File: config.mk
export PLATFORM = sky130hd
export DESIGN_NAME = usbfs_endp_tx_multi
export DESIGN_NICKNAME = d
export VERILOG_FILES = /design/src/rtl/usbfs_endp_tx_multi.sv
export SDC_FILE = /design/constraint.sdc
export NUM_CORES = 1
export LEC_CHECK = 0
export CAP_MARGIN = 0
export CORE_MARGIN = 8
export CORE_UTILIZATION = 46
export CTS_CLUSTER_SIZE = 16
export DETAILED_ROUTE_END_ITERATION = 6
export PLACE_DENSITY = 0.76
export SLEW_MARGIN = 25
export SYNTH_ARGS = -nofsm -noshare
export SYNTH_HDL_FRONTEND = slang
export SYNTH_SLANG_ARGS = --single-unit
File: constraint.sdc
create_clock -name i_clk -period 5.8 [get_ports i_clk]
set_input_delay 1.16 -clock i_clk [delete_from_list [all_inputs] [get_ports i_clk]]
set_output_delay 1.16 -clock i_clk [all_outputs]
set_load 0.01 [all_outputs]
File: src/rtl/usbfs_endp_tx_multi.sv
// Multi-channel bulk IN packetiser. Each channel gathers a byte stream into packets of up to MAX_PKT
// bytes and sends them when full, after an idle timeout, on an explicit flush, or as a terminating ZLP.
module usbfs_endp_tx_multi #(
    parameter int N_CH         = 2,
    parameter int MAX_PKT      = 8,
    parameter int FLUSH_CYCLES = 48000,
    parameter int ZLP_EN       = 1
) (
    input  logic                                i_clk,
    input  logic                                i_rst,
    output logic [N_CH-1:0]                     o_ready,
    input  logic [N_CH-1:0]                     i_valid,
    input  logic [N_CH*8-1:0]                   i_data,
    input  logic [N_CH-1:0]                     i_flush,
    input  logic [N_CH-1:0]                     i_stall,
    input  logic [N_CH-1:0]                     i_etReady,
    output logic [N_CH-1:0]                     o_etValid,
    output logic [N_CH*8*MAX_PKT-1:0]           o_etData,
    output logic [N_CH*$clog2(MAX_PKT+1)-1:0]   o_etData_nBytes,
    output logic [N_CH-1:0]                     o_etStall
);

    localparam int CW = $clog2(MAX_PKT + 1);
    localparam int TW = (FLUSH_CYCLES > 0) ? $clog2(FLUSH_CYCLES + 1) : 1;
    localparam int PW = 8 * MAX_PKT;
    localparam logic [CW-1:0] FULL  = CW'(MAX_PKT);
    localparam logic [TW-1:0] T_MAX = TW'(FLUSH_CYCLES);

    typedef enum logic {FILL, SEND} state_t;

    for (genvar c = 0; c < N_CH; c++) begin : g_ch
        state_t          state_q, state_d;
        logic [CW-1:0]   count_q, count_d;
        logic [PW-1:0]   pkt_q, pkt_d;
        logic [TW-1:0]   timer_q, timer_d;
        logic            zlp_q, zlp_d;
        logic            flush_q, flush_d;
        logic            ready_q, ready_d;
        logic            stall_q;
        logic            accept;
        logic            timeout;

        assign accept  = ready_q & i_valid[c];
        assign timeout = (FLUSH_CYCLES > 0) && (timer_q == T_MAX);

        always_comb begin
            // NOTE: every next-state variable gets a default first so no path can infer a latch.
            state_d = state_q;
            count_d = count_q;
            pkt_d   = pkt_q;
            timer_d = timer_q;
            zlp_d   = zlp_q;
            flush_d = (state_q == FILL) && i_flush[c];
            case (state_q)
                FILL: begin
                    if (accept) begin
                        for (int k = 0; k < MAX_PKT; k++) begin
                            if (count_q == CW'(k)) pkt_d[8*k +: 8] = i_data[8*c +: 8];
                        end
                        count_d = count_q + 1'b1;
                        timer_d = '0;
                        zlp_d   = 1'b0;
                        // An accept beats a pending flush; the flush is retried with the new byte included.
                        flush_d = flush_d | (flush_q && ((count_q != '0) || zlp_q));
                    end else begin
                        if (timer_q != T_MAX) timer_d = timer_q + 1'b1;
                        if (!stall_q && ((count_q == FULL) ||
                            (((count_q != '0) || zlp_q) && (timeout || flush_q)))) begin
                            state_d = SEND;
                        end
                    end
                end
                SEND: begin
                    if (i_etReady[c]) begin
                        state_d = FILL;
                        count_d = '0;
                        pkt_d   = '0;
                        timer_d = '0;
                        zlp_d   = (ZLP_EN != 0) && (count_q == FULL);
                    end
                end
            endcase
            ready_d = (state_d == FILL) && (count_d != FULL);
        end

        always_ff @(posedge i_clk or posedge i_rst) begin
            if (i_rst) begin
                state_q <= FILL;
                count_q <= '0;
                pkt_q   <= '0;
                timer_q <= '0;
                zlp_q   <= 1'b0;
                flush_q <= 1'b0;
                ready_q <= 1'b0;
                stall_q <= 1'b0;
            end else begin
                state_q <= state_d;
                count_q <= count_d;
                pkt_q   <= pkt_d;
                timer_q <= timer_d;
                zlp_q   <= zlp_d;
                flush_q <= flush_d;
                ready_q <= ready_d;
                stall_q <= i_stall[c];
            end
        end

        assign o_ready[c]                   = ready_q;
        assign o_etValid[c]                 = (state_q == SEND);
        assign o_etData[c*PW +: PW]         = pkt_q;
        assign o_etData_nBytes[c*CW +: CW]  = count_q;
        assign o_etStall[c]                 = stall_q;
    end

endmodule
==> impl_metrics.py <==
metrics = {
    "grt": {
        "grt_antenna_before_repair": 0,
        "grt_pass1_vias": 5910,
        "grt.total_usage_pct": 19.17,
        "overflow": 0,
        "grt_max_degree": 179,
        "grt_first_pass_wirelength_mm": 32.78,
    },
    "sta": {
        "finalSetupViolCount": 0,
        "fmax_mhz": 319.7,
        "report.final.hold_viol_count": 0,
        "tns_ns": 0,
        "fin_worst_skew_ns": 0.009192,
        "final-max-slew-violation-count": 0,
        "min_period_over_period_pct": 53.93,
        "relSlewSlack_pct": 34.79,
        "final.min_clock_period_ns": 3.128,
        "tightestPinTransition_ns": 0.9782,
        "setup_repair_after_global_routing_missed_its_margin": "false",
    },
    "clocking": {
        "clock_tree.root_cell": "clkbuf_16",
        "cts.htree.levels": 4,
        "cts_max_path_buffers": 2,
        "cts_bufs_inserted": 17,
        "clkSinkCount": 178,
        "number_of_buffers_inserted_to_repair_setup_after_cts": 0,
        "cts_tree": "done",
        "hold_buffers": 0,
        "clk_pin_slew_worst_paths_ns": 0.07,
        "cts.repair.resized": 0,
        "clkLatencyLatePin_ns": 0.43,
    },
    "yosys": {
        "synth_sequential_area_ratio_pct": 57.80,
        "synth_edf_count": 0,
        "async_flop_share_pct": 100.0,
        "main_combinational_cell_family_by_area_after_synthesis": "simple AND/OR/NAND/NOR gates",
        "synth.area.mux_share_pct": 0.7956,
        "postSynthAreaPerCell_um2": 9.995,
        "synthCells": 771,
        "synthesis_warning_total": 0,
        "cell_area_synth_um2": 7706,
        "post_synth_fa_ha_maj_area_fraction_pct": 1.948,
        "post_synth_xor_area_fraction_pct": 1.023,
        "yosysUniqueCellTypes": 64,
        "post_synth_and_or_nand_nor_area_fraction_pct": 18.83,
        "postSynthNetCount": 809,
        "postSynthRegisterBits": 178,
        "synth_compound_gate_area_share_pct": 15.81,
        "ys_dominant_reg_cell": "dfrtp_1",
    },
    "routing": {
        "number_of_drc_markers_in_iteration_0": 417,
        "vias_per_cell": 5.366,
        "drt_wl_total_mm": 20.09,
        "wl_per_cell_um": 17.41,
        "route.vias.total": 6192,
        "final_antenna_net_count": 0,
        "drt_drc_violations_left": 0,
        "iteration_count_of_the_initial_detailed_routing_pass": 5,
    },
    "cells_and_area": {
        "area_delta_synth_final_pct": 31.35,
        "final_net_count": 959,
        "drive_above_1_share_pct": 6.210,
        "final_core_utilization_pct": 61.47,
        "diodes": 0,
        "layoutNonFillerInstCount": 1154,
    },
    "placement": {
        "numPlacedInstances": 1114,
        "gp_congestion": 0.8114,
        "dp_hpwl_mm": 13.95,
        "io_buffers": 167,
    },
    "power": {
        "total_power_mw": 5.295,
        "power.density_cell_area_nw_per_um2": 523.1,
        "peakVddDrop_mv": 0.2353,
        "p_leak_nw": 4.381,
    },
    "critical_path": {
        "crit_slowest_cell": "dfrtp_1",
        "critical_path_required_ns": 4.64,
        "crit_path_max_incr_delay_ns": 0.82,
        "timing_worst_setup_path_type": "flop to output port",
        "crit_family": "flip-flops",
        "end_kind": "output port",
        "setup.reg_to_reg.worst_slack_ns": 3.24,
        "cp-start-kind": "flop",
        "crit_arrival_ns": 1.97,
        "critical_path.cell_chain": "clkdlybuf4s50_1",
        "worstPathBufferInverterCount": 1,
        "critical_path_peak_fanout": 23,
    },
    "floorplan": {
        "die_width_um": 145.4,
        "number_of_top_level_design_ports": 168,
        "overall_die_area_um2": 21150,
        "placement_rows": 47,
        "start_util_pct": 46.80,
        "design.core.area_um2": 16470,
        "vertical_die_dimension_um": 145.4,
    },
    "run_status": {
        "outcome": "complete, no violations",
    },
    "job": {
        "drv.max_cap_violation_count": 0,
    },
    "worst_hold_path": {
        "worstHoldPathType": "flop to flop",
    },
}
==> worst paths after layout <==
path	start	end	cells past startpoint
setup / recovery	g_ch[0].state_q	o_etValid[0]	1
hold / removal	g_ch[0].pkt_q[38]	g_ch[0].pkt_q[38]	2
setup reg to reg	g_ch[1].state_q	g_ch[1].timer_q[15]	4
hold reg to reg	g_ch[0].pkt_q[38]	g_ch[0].pkt_q[38]	2
max in group asynchronous	i_rst	g_ch[1].pkt_q[13]	3
min in group asynchronous	i_rst	g_ch[1].count_q[3]	3
==> flip-flops by register name (all words and copies together) (netlist names) <==
signal	flops
g_ch.state_q	2
g_ch.ready_q	2
g_ch.timer_q	32
g_ch.zlp_q	2
g_ch.stall_q	2
g_ch.count_q	8
g_ch.flush_q	2
g_ch.pkt_q	128
==> report_power, final <==
| group | switching (mW) | leakage, nW | internal (mW) | total [mW] |
|---|---|---|---|---|
| Combinational | 1.10 | 1.78 | 1.06 | 2.17 |
| Clock | 0.529 | 0.279 | 0.583 | 1.11 |
| Sequential | 0.339 | 2.33 | 1.68 | 2.02 |
| Total | 1.97 | 4.38 | 3.33 | 5.30 |
==> synthesized netlist by cell type, types with 6 or more instances <==
cell type / number / area share (%)
and3b_1: 6 / 0.68
xor2_1: 8 / 0.91
o21ai_0: 148 / 9.6
nand2_1: 133 / 6.5
buf_4: 7 / 0.68
inv_1: 19 / 0.93
o211ai_1: 9 / 0.88
dfrtp_1: 178 / 58
nand3_1: 48 / 3.1
a21oi_1: 16 / 1.0
nor2_1: 15 / 0.73
nor3b_1: 8 / 0.78
nand2b_1: 21 / 1.7
o31ai_1: 7 / 0.68
clkbuf_1: 34 / 1.7
ha_1: 12 / 1.9
or3_1: 7 / 0.57
nand4_1: 12 / 0.97
==> stage by stage <==
| stage | instance area (um^2) | hold WS [ns] | worst slack, ns |
|---|---|---|---|
| after detailed placement | 9464 | 0.4692 | 2.325 |
| after global placement | 9464 | 0.4606 | 2.402 |
| after CTS | 10040 | 0.4850 | 2.664 |
| final | 10120 | 0.4790 | 2.672 |
| after floorplan | 7710 | 0.4646 | 2.359 |
| after global routing | 10120 | 0.5113 | 2.550 |
==> placed cells by master, fill, tap and decap left out, drive strengths merged, types with 15 or more instances in the layout <==
cell type,n
a21oi,16
clkbuf,22
clkdlybuf4s50,167
dfrtp,178
inv,27
nand2,133
nand2b,21
nand3,48
nor2,15
o21ai,150
==> cell type report <==
class | instances | area, um^2
fillers | 1341 | 6344
flip-flops and latches | 178 | 4454
multi-input cells | 528 | 2992
repair buffers | 177 | 1749
clock buffers | 18 | 439.2
well taps | 220 | 275.3
clock inverters | 14 | 137.6
inverters | 19 | 75.07
==> layer usage <==
layer / wire length, um / part of all wire [%] / GRT usage (%) / vias up
met5: 0 / 0 / 0 / -
met4: 509 / 2.5 / 7.496 / 0
met3: 916 / 4.6 / 4.571 / 26
met2: 9770 / 49 / 31.17 / 153
met1: 8890 / 44 / 24.34 / 3000
li1: - / - / - / 3013
==> logic make-up (layout without fill, tap and decap cells) <==
| family | count (synthesis) | after routing |
|---|---|---|
| simple gates | 288 | 288 |
| buf+inv | 65 | 228 |
| mux | 6 | 6 |
| fa+ha+maj | 12 | 12 |
| flops | 178 | 178 |
| compound gates | 213 | 213 |
| xor+xnor | 9 | 9 |
Note: power is estimated with default switching activity, not from simulation.
